==> src/rtl/hilo_muldiv_unit.sv <==
// Iterative MULT/MULTU/DIV/DIVU unit owning the HI/LO registers; Busy stalls the pipeline.
// Define HILO_FAST_MULT_EN for a single-cycle combinational multiply path (divide stays iterative).
module hilo_muldiv_unit #(
    parameter int DATA_W = 32
) (
    input  logic              Clk,
    input  logic              Reset,
    input  logic              Start,
    input  logic [1:0]        Op,
    input  logic [DATA_W-1:0] OperandA,
    input  logic [DATA_W-1:0] OperandB,
    input  logic              HiWrite,
    input  logic              LoWrite,
    input  logic [DATA_W-1:0] MoveData,
    output logic              Busy,
    output logic              Done,
    output logic [DATA_W-1:0] Hi,
    output logic [DATA_W-1:0] Lo
);
    localparam int CNT_W = $clog2(DATA_W) + 1;

    typedef enum logic [1:0] {IDLE, RUN, FIX, DONE} state_t;

    state_t state, stateNext;

    logic [CNT_W-1:0]  cnt;
    logic              isDivReg;
    logic              negRes;
    logic              negRem;
    logic              divZero;
    logic [DATA_W-1:0] operandReg;
    logic [DATA_W-1:0] accHi;
    logic [DATA_W-1:0] accLo;
    logic [DATA_W-1:0] hiReg;
    logic [DATA_W-1:0] loReg;

    logic              launch;
    logic              fastPath;
    logic              isSigned;
    logic [DATA_W-1:0] magA;
    logic [DATA_W-1:0] magB;

    assign launch   = ((state == IDLE) || (state == DONE)) && Start;
    assign isSigned = ~Op[0];
    assign magA     = (isSigned && OperandA[DATA_W-1]) ? -OperandA : OperandA;
    assign magB     = (isSigned && OperandB[DATA_W-1]) ? -OperandB : OperandB;

`ifdef HILO_FAST_MULT_EN
    logic [2*DATA_W-1:0] fastProd;
    assign fastProd = {{DATA_W{1'b0}}, magA} * {{DATA_W{1'b0}}, magB};
    assign fastPath = ~Op[1];
`else
    assign fastPath = 1'b0;
`endif

    // Shift-add multiply step: accLo holds the remaining multiplier bits.
    logic [DATA_W:0]   mulSum;
    logic [DATA_W-1:0] mulHi;
    logic [DATA_W-1:0] mulLo;
    assign mulSum = {1'b0, accHi} + (accLo[0] ? {1'b0, operandReg} : {(DATA_W+1){1'b0}});
    assign mulHi  = mulSum[DATA_W:1];
    assign mulLo  = {mulSum[0], accLo[DATA_W-1:1]};

    // Restoring divide step: the partial remainder stays below 2*divisor, so bit DATA_W is the borrow.
    logic [DATA_W:0]   divShift;
    logic [DATA_W:0]   divTrial;
    logic              divFits;
    logic [DATA_W-1:0] divHi;
    logic [DATA_W-1:0] divLo;
    assign divShift = {accHi, accLo[DATA_W-1]};
    assign divTrial = divShift - {1'b0, operandReg};
    assign divFits  = ~divTrial[DATA_W];
    assign divHi    = divFits ? divTrial[DATA_W-1:0] : divShift[DATA_W-1:0];
    assign divLo    = {accLo[DATA_W-2:0], divFits};

    // Sign correction applied on the FIX edge.
    logic [2*DATA_W-1:0] prodMag;
    logic [2*DATA_W-1:0] prodFinal;
    logic [DATA_W-1:0]   quoFinal;
    logic [DATA_W-1:0]   remFinal;
    assign prodMag   = {accHi, accLo};
    assign prodFinal = negRes ? -prodMag : prodMag;
    assign quoFinal  = divZero ? {DATA_W{1'b1}} : (negRes ? -accLo : accLo);
    assign remFinal  = negRem ? -accHi : accHi;

    always_ff @(posedge Clk or posedge Reset) begin
        if (Reset) begin
            state <= IDLE;
        end else begin
            state <= stateNext;
        end
    end

    always_comb begin
        stateNext = state;
        case (state)
            IDLE, DONE: stateNext = Start ? (fastPath ? FIX : RUN) : IDLE;
            RUN:        if (cnt == CNT_W'(DATA_W - 1)) stateNext = FIX;
            FIX:        stateNext = DONE;
            default:    stateNext = IDLE;
        endcase
    end

    always_comb begin
        Busy = 1'b0;
        Done = 1'b0;
        case (state)
            RUN, FIX: Busy = 1'b1;
            DONE:     Done = 1'b1;
            default:  ;
        endcase
    end

    always_ff @(posedge Clk or posedge Reset) begin
        if (Reset) begin
            cnt        <= '0;
            isDivReg   <= 1'b0;
            negRes     <= 1'b0;
            negRem     <= 1'b0;
            divZero    <= 1'b0;
            operandReg <= '0;
            accHi      <= '0;
            accLo      <= '0;
        end else if (launch) begin
            cnt        <= '0;
            isDivReg   <= Op[1];
            negRes     <= isSigned && (OperandA[DATA_W-1] ^ OperandB[DATA_W-1]);
            negRem     <= isSigned && OperandA[DATA_W-1];
            divZero    <= Op[1] && (OperandB == '0);
            operandReg <= Op[1] ? magB : magA;
            accHi      <= '0;
            accLo      <= Op[1] ? magA : magB;
`ifdef HILO_FAST_MULT_EN
            if (!Op[1]) {accHi, accLo} <= fastProd;
`endif
        end else if (state == RUN) begin
            cnt   <= cnt + 1'b1;
            accHi <= isDivReg ? divHi : mulHi;
            accLo <= isDivReg ? divLo : mulLo;
        end
    end

    always_ff @(posedge Clk or posedge Reset) begin
        if (Reset) begin
            hiReg <= '0;
            loReg <= '0;
        end else if (state == FIX) begin
            hiReg <= isDivReg ? remFinal : prodFinal[2*DATA_W-1:DATA_W];
            loReg <= isDivReg ? quoFinal : prodFinal[DATA_W-1:0];
        end else if (!Busy) begin
            if (HiWrite) hiReg <= MoveData;
            if (LoWrite) loReg <= MoveData;
        end
    end

    assign Hi = hiReg;
    assign Lo = loReg;

endmodule

==> config.mk <==
export PLATFORM = sky130hd
export DESIGN_NAME = hilo_muldiv_unit
export DESIGN_NICKNAME = d
export VERILOG_FILES = /design/src/rtl/hilo_muldiv_unit.sv
export SDC_FILE = /design/constraint.sdc
export NUM_CORES = 1
export LEC_CHECK = 0
export ABC_AREA = 0
export BUFFER_PORTS_ARGS = -buffer_cell sky130_fd_sc_hd__buf_2
export CAP_MARGIN = 30
export CELL_PAD_IN_SITES_DETAIL_PLACEMENT = 1
export CELL_PAD_IN_SITES_GLOBAL_PLACEMENT = 2
export CORE_MARGIN = 2
export CORE_UTILIZATION = 36
export DETAILED_ROUTE_END_ITERATION = 8
export PLACE_DENSITY = 0.84
export SLEW_MARGIN = 20
export SYNTH_ARGS = -nofsm -noshare
export SYNTH_HDL_FRONTEND = slang
export SYNTH_SLANG_ARGS = --single-unit
export TNS_END_PERCENT = 5
==> constraint.sdc <==
create_clock -name Clk -period 6.4 [get_ports Clk]
set_input_delay 0.64 -clock Clk [delete_from_list [all_inputs] [get_ports Clk]]
set_output_delay 0.64 -clock Clk [all_outputs]
set_load 0.01 [all_outputs]
**Word level (Yosys, flattened, before mapping)**

Cells that the tools add are included.

- Add/subtract/negate cells: 8
- Multiply operators: 0
- Divide/modulo/power cells: 0
- $lt $le $gt $ge: 0
- Equal/unequal tests: 6
- Shifts and indexed selects: 0
- Multiplexer cells: 31
- Bitwise gates (word level): 3
- Reduce and logical (&&, ||, !) cells: 15

Operator list:

| kind | number |
|---|---|
| $mux W32 | 23 |
| $neg A32 Y32 | 4 |
| $mux W64 | 1 |
| $neg A64 Y64 | 1 |
| $add A32 B32 Y33 | 1 |
| $sub A33 B32 Y33 | 1 |
| $logic_not A32 Y1 | 1 |
| $mux W6 | 2 |
| $add A6 B1 Y6 const B | 1 |
| $eq A6 B5 Y1 const B | 1 |
| $pmux W2 S3 | 1 |
| $reduce_bool A2 Y1 | 3 |
| $logic_and A1 B1 Y1 | 5 |
| $eq A2 B2 Y1 const B | 2 |
| $reduce_and A2 Y1 | 2 |
| $reduce_or A2 Y1 | 2 |
| $mux W1 | 3 |
| $eq A2 B1 Y1 const B | 1 |
| $logic_not A2 Y1 | 1 |
| $mux W2 | 1 |
| $ne A2 B1 Y1 const B | 1 |
| $ne A2 B2 Y1 const B | 1 |
| $not A1 Y1 | 2 |
| $logic_or A1 B1 Y1 | 1 |
| $xor A1 B1 Y1 | 1 |

- Register bits after elaboration: 172
- Bits in latches: 0
- Bits in writable memories: 0
- Bits in read-only memories: 0
- Bits of input ports: 103
- Output and inout bits: 66
- Logic and storage cells: 74
- Memories kept: 0

**Depth between registers and ports, before layout**

Gate-level depths: netlist of the first run.

- Word-level depth: 5
- Mapped depth: 14
- Gate-level depth less buffers: 14

**Least setup slack after synthesis of the first run**

No wires, ideal clock.

- Path kind: flip-flop to flip-flop
- From: register accLo[0]
- To: register accHi[30]
- Data arrival time: 3211 ps
- Required time: 6259 ps
- Setup slack: 3048 ps
- Stages on the path, launching flop included: 15
- Cell sequence: dfrtp_1 -> inv_1 -> clkbuf_1 -> nor2_1 -> ha_1 -> a21oi_1 -> nor2_1 -> a2111oi_0 -> a21boi_1 -> a21o_1 -> and4_1 -> a2111o_1 -> a31oi_1 -> xor2_1 -> o221ai_1

- Word-level cells in the longest chain between the ends: 5

Ends and longest elaborated chain:

| item | line | source |
|---|---|---|
| start, declared | 33 | `logic [DATA_W-1:0] accLo;` |
| start signal, assigned | 132 | `accLo <= Op[1] ? magA : magB;` |
| start signal, assigned | 139 | `accLo <= isDivReg ? divLo : mulLo;` |
| $mux W32 | 60 | `assign mulSum = {1'b0, accHi} + (accLo[0] ? {1'b0, operandReg} : {(DATA_W+1){1'b0}});` |
| $add A32 B32 Y33 | 60 |  |
| $mux W32 | 138 | `accHi <= isDivReg ? divHi : mulHi;` |
| $mux W32 | 136 | `end else if (state == RUN) begin` |
| $mux W32 | 124 | `end else if (launch) begin` |
| end signal, assigned | 138 |  |
| end, declared | 32 | `logic [DATA_W-1:0] accHi;` |

No other way between the ends. The select of a mux whose other input is x is not followed.
A chain may end at the register's enable or synchronous reset.

**Worst setup path in the final report of the first run**

- From: register accLo[31]
- To: register accHi[19]

- Word-level cells in the longest chain between the ends: 5

Ends and longest elaborated chain:

| item | line | source |
|---|---|---|
| $sub A33 B32 Y33 | 71 | `assign divTrial = divShift - {1'b0, operandReg};` |
| $mux W32 | 73 | `assign divHi = divFits ? divTrial[DATA_W-1:0] : divShift[DATA_W-1:0];` |
| $mux W32 | 138 |  |
| $mux W32 | 136 |  |
| $mux W32 | 124 |  |

No other way between the ends. The select of a mux whose other input is x is not followed.

==> results of run 1 <==
==> cell usage after synthesis (4+ instances only) <==
| cell | number | area (sq um) |
|---|---|---|
| a211oi_1 | 15 | 112.6 |
| a21o_1 | 39 | 292.8 |
| a21oi_1 | 150 | 750.7 |
| a22oi_1 | 15 | 112.6 |
| a31o_2 | 4 | 35.03 |
| a31oi_1 | 22 | 137.6 |
| and2_1 | 5 | 31.28 |
| and3_1 | 12 | 75.07 |
| and4_1 | 5 | 43.79 |
| buf_1 | 15 | 56.30 |
| clkbuf_1 | 90 | 337.8 |
| dfrtp_1 | 172 | 4304 |
| ha_1 | 73 | 913.4 |
| inv_1 | 58 | 217.7 |
| mux2i_1 | 58 | 580.6 |
| nand2_1 | 213 | 799.5 |
| nand2b_1 | 17 | 106.4 |
| nand3_1 | 25 | 125.1 |
| nand3b_1 | 5 | 37.54 |
| nand4_1 | 12 | 75.07 |
| nor2_1 | 161 | 604.3 |
| nor2b_1 | 10 | 62.56 |
| nor3_1 | 25 | 125.1 |
| nor3_2 | 4 | 40.04 |
| nor4_1 | 10 | 62.56 |
| o211ai_1 | 51 | 382.9 |
| o21a_1 | 9 | 67.56 |
| o21ai_0 | 203 | 1016 |
| o21ai_1 | 16 | 80.08 |
| o21bai_1 | 5 | 37.54 |
| o221ai_1 | 17 | 148.9 |
| o22ai_1 | 27 | 168.9 |
| o31ai_1 | 32 | 240.2 |
| o41ai_1 | 8 | 70.07 |
| or3_1 | 28 | 175.2 |
| or4_1 | 12 | 90.09 |
| xnor2_1 | 87 | 762.0 |
| xor2_1 | 84 | 735.7 |
==> path summary, 6_finish.rpt <==
check                      slack (ns)        end  cells after the start      start
hold reg to reg                  0.48     Lo[25]                      2     Lo[25]
hold / removal                   0.21      Lo[9]                      2      Reset
min in group Clk                 0.46     negRes                      2      Op[0]
max in group asynchronous        4.90   isDivReg                      3      Reset
setup reg to reg                 1.94  accHi[19]                     14  accLo[31]
setup / recovery                 1.94  accHi[19]                     14  accLo[31]
==> routing by layer <==
layer  GRT usage (%)  part of all wire, %  vias up
met2           43.81                   46      369
met4           8.903                  2.7        0
li1                -                    -     6932
met3           2.455                  4.1       59
met1           37.50                   47     7233
met5               0                    0        -
==> flip-flops by register name, summed over array words and instances, names as in the netlist <==
name / count
Hi: 32
Lo: 32
accHi: 32
accLo: 32
cnt: 6
divZero: 1
isDivReg: 1
negRem: 1
negRes: 1
operandReg: 32
state: 2
==> critical path, stage by stage, from the launching register on <==
cell and delay, ns:
dfrtp_1 0.43, inv_1 0.09, ha_1 0.23, fa_1 0.44, nor2b_1 0.20, o31ai_1 0.09, buf_4 0.16, a21bo_2 0.22
a21oi_1 0.41, o211ai_1 0.17, a31oi_1 0.35, xor2_4 0.65, buf_4 0.44, mux2i_1 0.26, o221ai_1 0.14
==> logic make-up after synthesis <==
group / share of synthesized area, %
compound gates: 27.36
xor+xnor: 10.22
fa+ha+maj: 6.505
buf+inv: 4.396
flops: 29.37
mux: 4.038
simple gates: 18.12
==> cell type report <==
type,count,area share (%)
Multi-Input combinational cell,1516,58.75
Inverter,59,1.365
Sequential cell,172,25.94
Tap cell,525,3.958
Clock buffer,17,2.564
Clock inverter,15,1.176
Timing Repair Buffer,190,6.243
==> metrics by stage <==
stage,cell area (sq um),hold slack [ns],total power (W),worst slack (ns),std cells
finish,16590,0.2134,0.009760,1.937,2494
global route,16590,0.2579,0.01057,1.632,2494
CTS,16550,0.2379,0.009737,1.966,2492
detailed placement,15930,0.4667,0.008591,1.994,2460
global placement,15910,0.4565,0.008411,2.109,2458
floorplan,14660,0.4498,0.006574,1.100,1856
==> report_power, final <==
part / switching [W] / total [W] / internal [W]
clock network: 0.000566 / 0.00110 / 0.000534
logic: 0.00393 / 0.00633 / 0.00240
registers: 0.000711 / 0.00232 / 0.00161
==> layout by cell type (no fill, tap or decap), drive strengths merged, types with 14 or more instances in the layout <==
cell / instances
a211oi: 15
a21o: 39
a21oi: 150
a22oi: 15
a31oi: 22
buf: 190
clkbuf: 17
dfrtp: 172
ha: 73
inv: 65
mux2i: 58
nand2: 213
nand2b: 17
nand3: 25
nor2: 162
nor3: 29
o211ai: 51
o21ai: 219
o221ai: 17
o22ai: 27
o31ai: 32
or3: 29
or4: 14
xnor2: 87
xor2: 84
==> summary.md, run 1 <==
| Metric | Value |
|---|---|
| Diode count | 0 |
| P_leak | approximately 7.3 nW |
| Post-CTS Hold Buffers | 0 |
| Yosys reg bits | approximately 170 |
| Syn avg cell area | between 7 and 8 sq um |
| Worst-path clk slew | about 0.080 ns |
| Fin crit period | ~4.5 ns |
| Slew Limit Fails | 0 |
| Total number of vias | roughly 15000 |
| EDFF count, synth | 0 |
| Die span in x | between 200 and 250 um |
| Std cell rows | 73 |
| First-pass GRT wire length | between 80 and 90 mm |
| Layout Nets | around 2100 |
| Type of origin of the critical path | flip-flop |
| Worst path arrival time | around 4.8 ns |
| Post-CTS sizing | 0 |
| Final period util | 69.74% |
| CP endpoint kind | flip-flop |
| Final HPWL DP | approximately 44 mm |
| Area of the mapped netlist | about 0.015 sq mm |
| Routed len/inst | 22.56 um |
| Layout cells sized above 1 | 13.10% |
| Final hold vios | 0 |
| CTS tree | done |
| Crit Path Class | flip-flop to flip-flop |
| Slew @ Worst Pin | around 0.93 ns |
| Final Wtd Congestion | just under 0.9 |
| IO buf count | ~170 |
| Syn Nets | 2034 |
| RSZ-0062 raised after global routing | false |
| WP data required | 6.70 ns |
| Die area | roughly 0.042 sq mm |
| CORE AREA | ~0.040 sq mm |
| Io pins | approximately 170 |
| Cells after Synth | ~1900 |
| Ys Warns | 0 |
| Register area | 0.004305 sq mm |
| Vias in the first global route | ~15000 |
| Outcome | finished clean |
| Clk_lat worst skew | around 0.47 ns |
| Total number of H-tree levels | 4 |
| Largest net degree at the start of global routing | ~110 |
| Clock sinks | ~170 |
| Multi-input logic area | a little under 0.01 sq mm |
| Initial Util | a little under two fifths |
| Syn-to-layout area delta | 13.22% |
| WL final | 56.27 mm |
| Clk root buf | clkbuf_16 |
| FMAX | ~220 MHz |
| Synth cell types | 81 |
| Maxcap violations | 0 |
| Final setup TNS | 0 ns |
| Maximum vdd drop | 0.0002579 V |
| GRT Total Usage | 26.93% |
| Post-layout util | roughly 42% |
| Antenna violations before repair | 0 |
| Gr ovfl total | 0 |
| Sequential area share after synthesis | 29.37% |
| Die Span Y | slightly above 200 um |
| Power density cells | slightly below 600 mW/mm^2 |
| Slew margin rel. | 37.82% |
| # fillers | 4848 |
| Post-CTS setup buffers | 0 |
| Initial DRT Pass Iterations | 5 |
| Crit Path Max Fanout | 23 |
| Count of final setup violators | 0 |
| 1st-iter DRT viols | 1033 |
| DRC errors left | 0 |
| Final Skew | approximately 0.017 ns |
| DR vias/cell | ~5.9 |
| Worst-case clock buffer depth | 2 |
| Ys flop type | dfrtp_1 |
| Num CTS Buffers | 17 |
| Asr flop ratio synth | 100.0% |
| Routed Antenna Nets | 0 |
| Hold Path Class | primary input to asynchronous set/reset pin |
Note: power is estimated with default switching activity, not from simulation.
==> run 2, diff against run 1 <==
- CORE_UTILIZATION: 36 -> 32
- PLACE_DENSITY: 0.84 -> 0.79
- clock period: 6.4 -> 4 ns (I/O delays scaled with it)
==> run 2 against run 1 <==
  * Fmax rose by 20%
  * Global-route usage fell by 2.6 points
  * Sequential share of layout area fell by 0.53 points
  * Wire length rose by 2.5%
  * Utilization fell by 4.2 points
  * Final cell count rose by 4.3%
  * Clock power rose by 51%
==> summary.md, run 2 (synthesis gave the netlist of run 1 again) <==
| Metric | Value |
|---|---|
| Final Wtd Congestion | about 0.94 |
| Worst-case clock buffer depth | 2 |
| Worst-path clk slew | 0.07 ns |
| Type of origin of the critical path | flip-flop |
| WL final | slightly below 60 mm |
| Syn-to-layout area delta | 15.58% |
| Placed cells | around 2600 |
| Most common cell after layout, fill and taps aside | nand2_1 |
| Slew @ Worst Pin | between 0.9 and 1 ns |
| Gr ovfl total | 0 |
| Crit path from | accLo[0] |
| Final Skew | between 0.008 and 0.009 ns |
| Clock sinks | 172 |
| P_leak | between 7 and 8 nW |
| Power density cells | around 930 mW/mm^2 |
| Clk_lat worst skew | around 0.47 ns |
| WP data required | 4.33 ns |
| Post-CTS Hold Buffers | 0 |
| Clk root buf | clkbuf_16 |
| Layout cells sized above 1 | roughly 15% |
| Hold Path Class | primary input to asynchronous set/reset pin |
| Slew margin rel. | 33.31% |
| Maximum vdd drop | 0.0004577 V |
| Post-CTS sizing | 0 |
| Outcome | finished clean |
| Die span in x | 218.0 um |
| Total number of H-tree levels | 4 |
| Die Span Y | 218.0 um |
| DRC errors left | 0 |
| Crit Path Class | flip-flop to flip-flop |
| Worst r2r path cells | 13 |
| Layout Nets | roughly 2200 |
| Num CTS Buffers | 17 |
| Crit Path Max Fanout | 13 |
| IO buf count | 168 |
| RSZ-0062 raised after global routing | true |
| Count of final setup violators | 0 |
| Final period util | 92.90% |
| CORE AREA | about 0.045 sq mm |
| R2r setup slk | roughly 0.28 ns |
| Vias in the first global route | 14730 |
| Die area | around 0.048 sq mm |
| Final HPWL DP | approximately 46 mm |
| Setup crit end | accHi[30] |
| Initial Util | ~32% |
| Reg-to-Reg Start | accLo[0] |
| Post-layout util | between 30 and 40% |
| FF-to-FF End | accHi[30] |
| Slew Limit Fails | 0 |
| DR vias/cell | around 5.6 |
| Final Power | between 0.015 and 0.02 W |
| Final cell count without fillers | 2600 |
| Maxcap violations | 0 |
| Initial DRT Pass Iterations | 8 |
| Total number of vias | approximately 15000 |
| Io pins | roughly 170 |
| FMAX | between 200 and 300 MHz |
| Fin crit period | 3.716 ns |
| Worst path arrival time | 4.04 ns |
| Most frequent cells in the layout | nand2_1, o21ai_0, dfrtp_1 |
| GRT Total Usage | ~24% |
| Diode count | 0 |
| 1st-iter DRT viols | between 1000 and 1500 |
| Antenna violations before repair | 0 |
| Std cell rows | between 70 and 80 |
| CP endpoint kind | flip-flop |
| Largest net degree at the start of global routing | about 110 |
| Routed Antenna Nets | 0 |
| Routed len/inst | roughly 22 um |
| First-pass GRT wire length | slightly below 90 mm |
| CTS tree | done |
| Final hold vios | 0 |
| Post-CTS setup buffers | 0 |
## run 2: cell count changes in the layout (fill, tap and decap cells not counted), sizes merged
cell      delta
clkinv       -1
clkbuf       +2
inv          -6
clkinvlp     +3
buf         +32
bufinv       +1
## run 2: where the power goes
part           switching [W]  internal, W  total [W]
Combinational        0.00655      0.00404     0.0106
Sequential          0.000923      0.00259    0.00351
Clock               0.000780     0.000876    0.00166
## run 2: routing by layer
layer	wire length [um]	part of all wire, %	global-route usage [%]
met1	27290	47	33.20
met2	26280	46	39.33
met3	2020	3.5	2.817
met4	2087	3.6	9.342
met5	0	0	0
## run 2: stage by stage
| stage | TNS [ns] | hold slack (ns) | instance area [sq um] | setup slack, ns |
|---|---|---|---|---|
| after floorplan | 0 | 0.4498 | 14660 | 0.6480 |
| after global placement | 0 | 0.4561 | 16290 | 0.2876 |
| after detailed placement | 0 | 0.4714 | 16330 | 0.09975 |
| after CTS | 0 | 0.06294 | 16890 | 0.07305 |
| after global routing | -0.02163 | 0.09080 | 16940 | -0.01804 |
| final | 0 | 0.05136 | 16940 | 0.2840 |
## run 2: layout make-up
type                       instances  area [sq um]
multi-input combinational       1516          9771
tap                              600         750.7
sequential                       172          4305
timing repair buffer             222          1326
clock buffer                      19         442.9
fill                            5523         28340
clock inverter                    12         115.1
inverter                          59         229.0
## run 2: critical path, stage by stage, from the launching register on
cell	delay, ns
dfrtp_1	0.49
clkinvlp_4	0.34
nor2_1	0.19
ha_1	0.29
o211ai_1	0.21
o21ai_1	0.19
o31ai_2	0.28
a21boi_1	0.13
a21o_1	0.26
and4_1	0.22
a2111o_1	0.46
a31oi_1	0.22
xor2_1	0.16
o221ai_1	0.13
## run 2: worst min-delay path by stage
stage                        start             end  slack, ns  cells past startpoint
floorplan           operandReg[11]  operandReg[11]       0.45                      2
global placement            Lo[16]          Lo[16]       0.46                      2
detailed placement          Lo[21]          Lo[21]       0.47                      2
CTS                          Reset          Lo[11]       0.06                      2
global route                 Reset          Lo[11]       0.09                      2
finish                       Reset          Lo[11]       0.05                      2
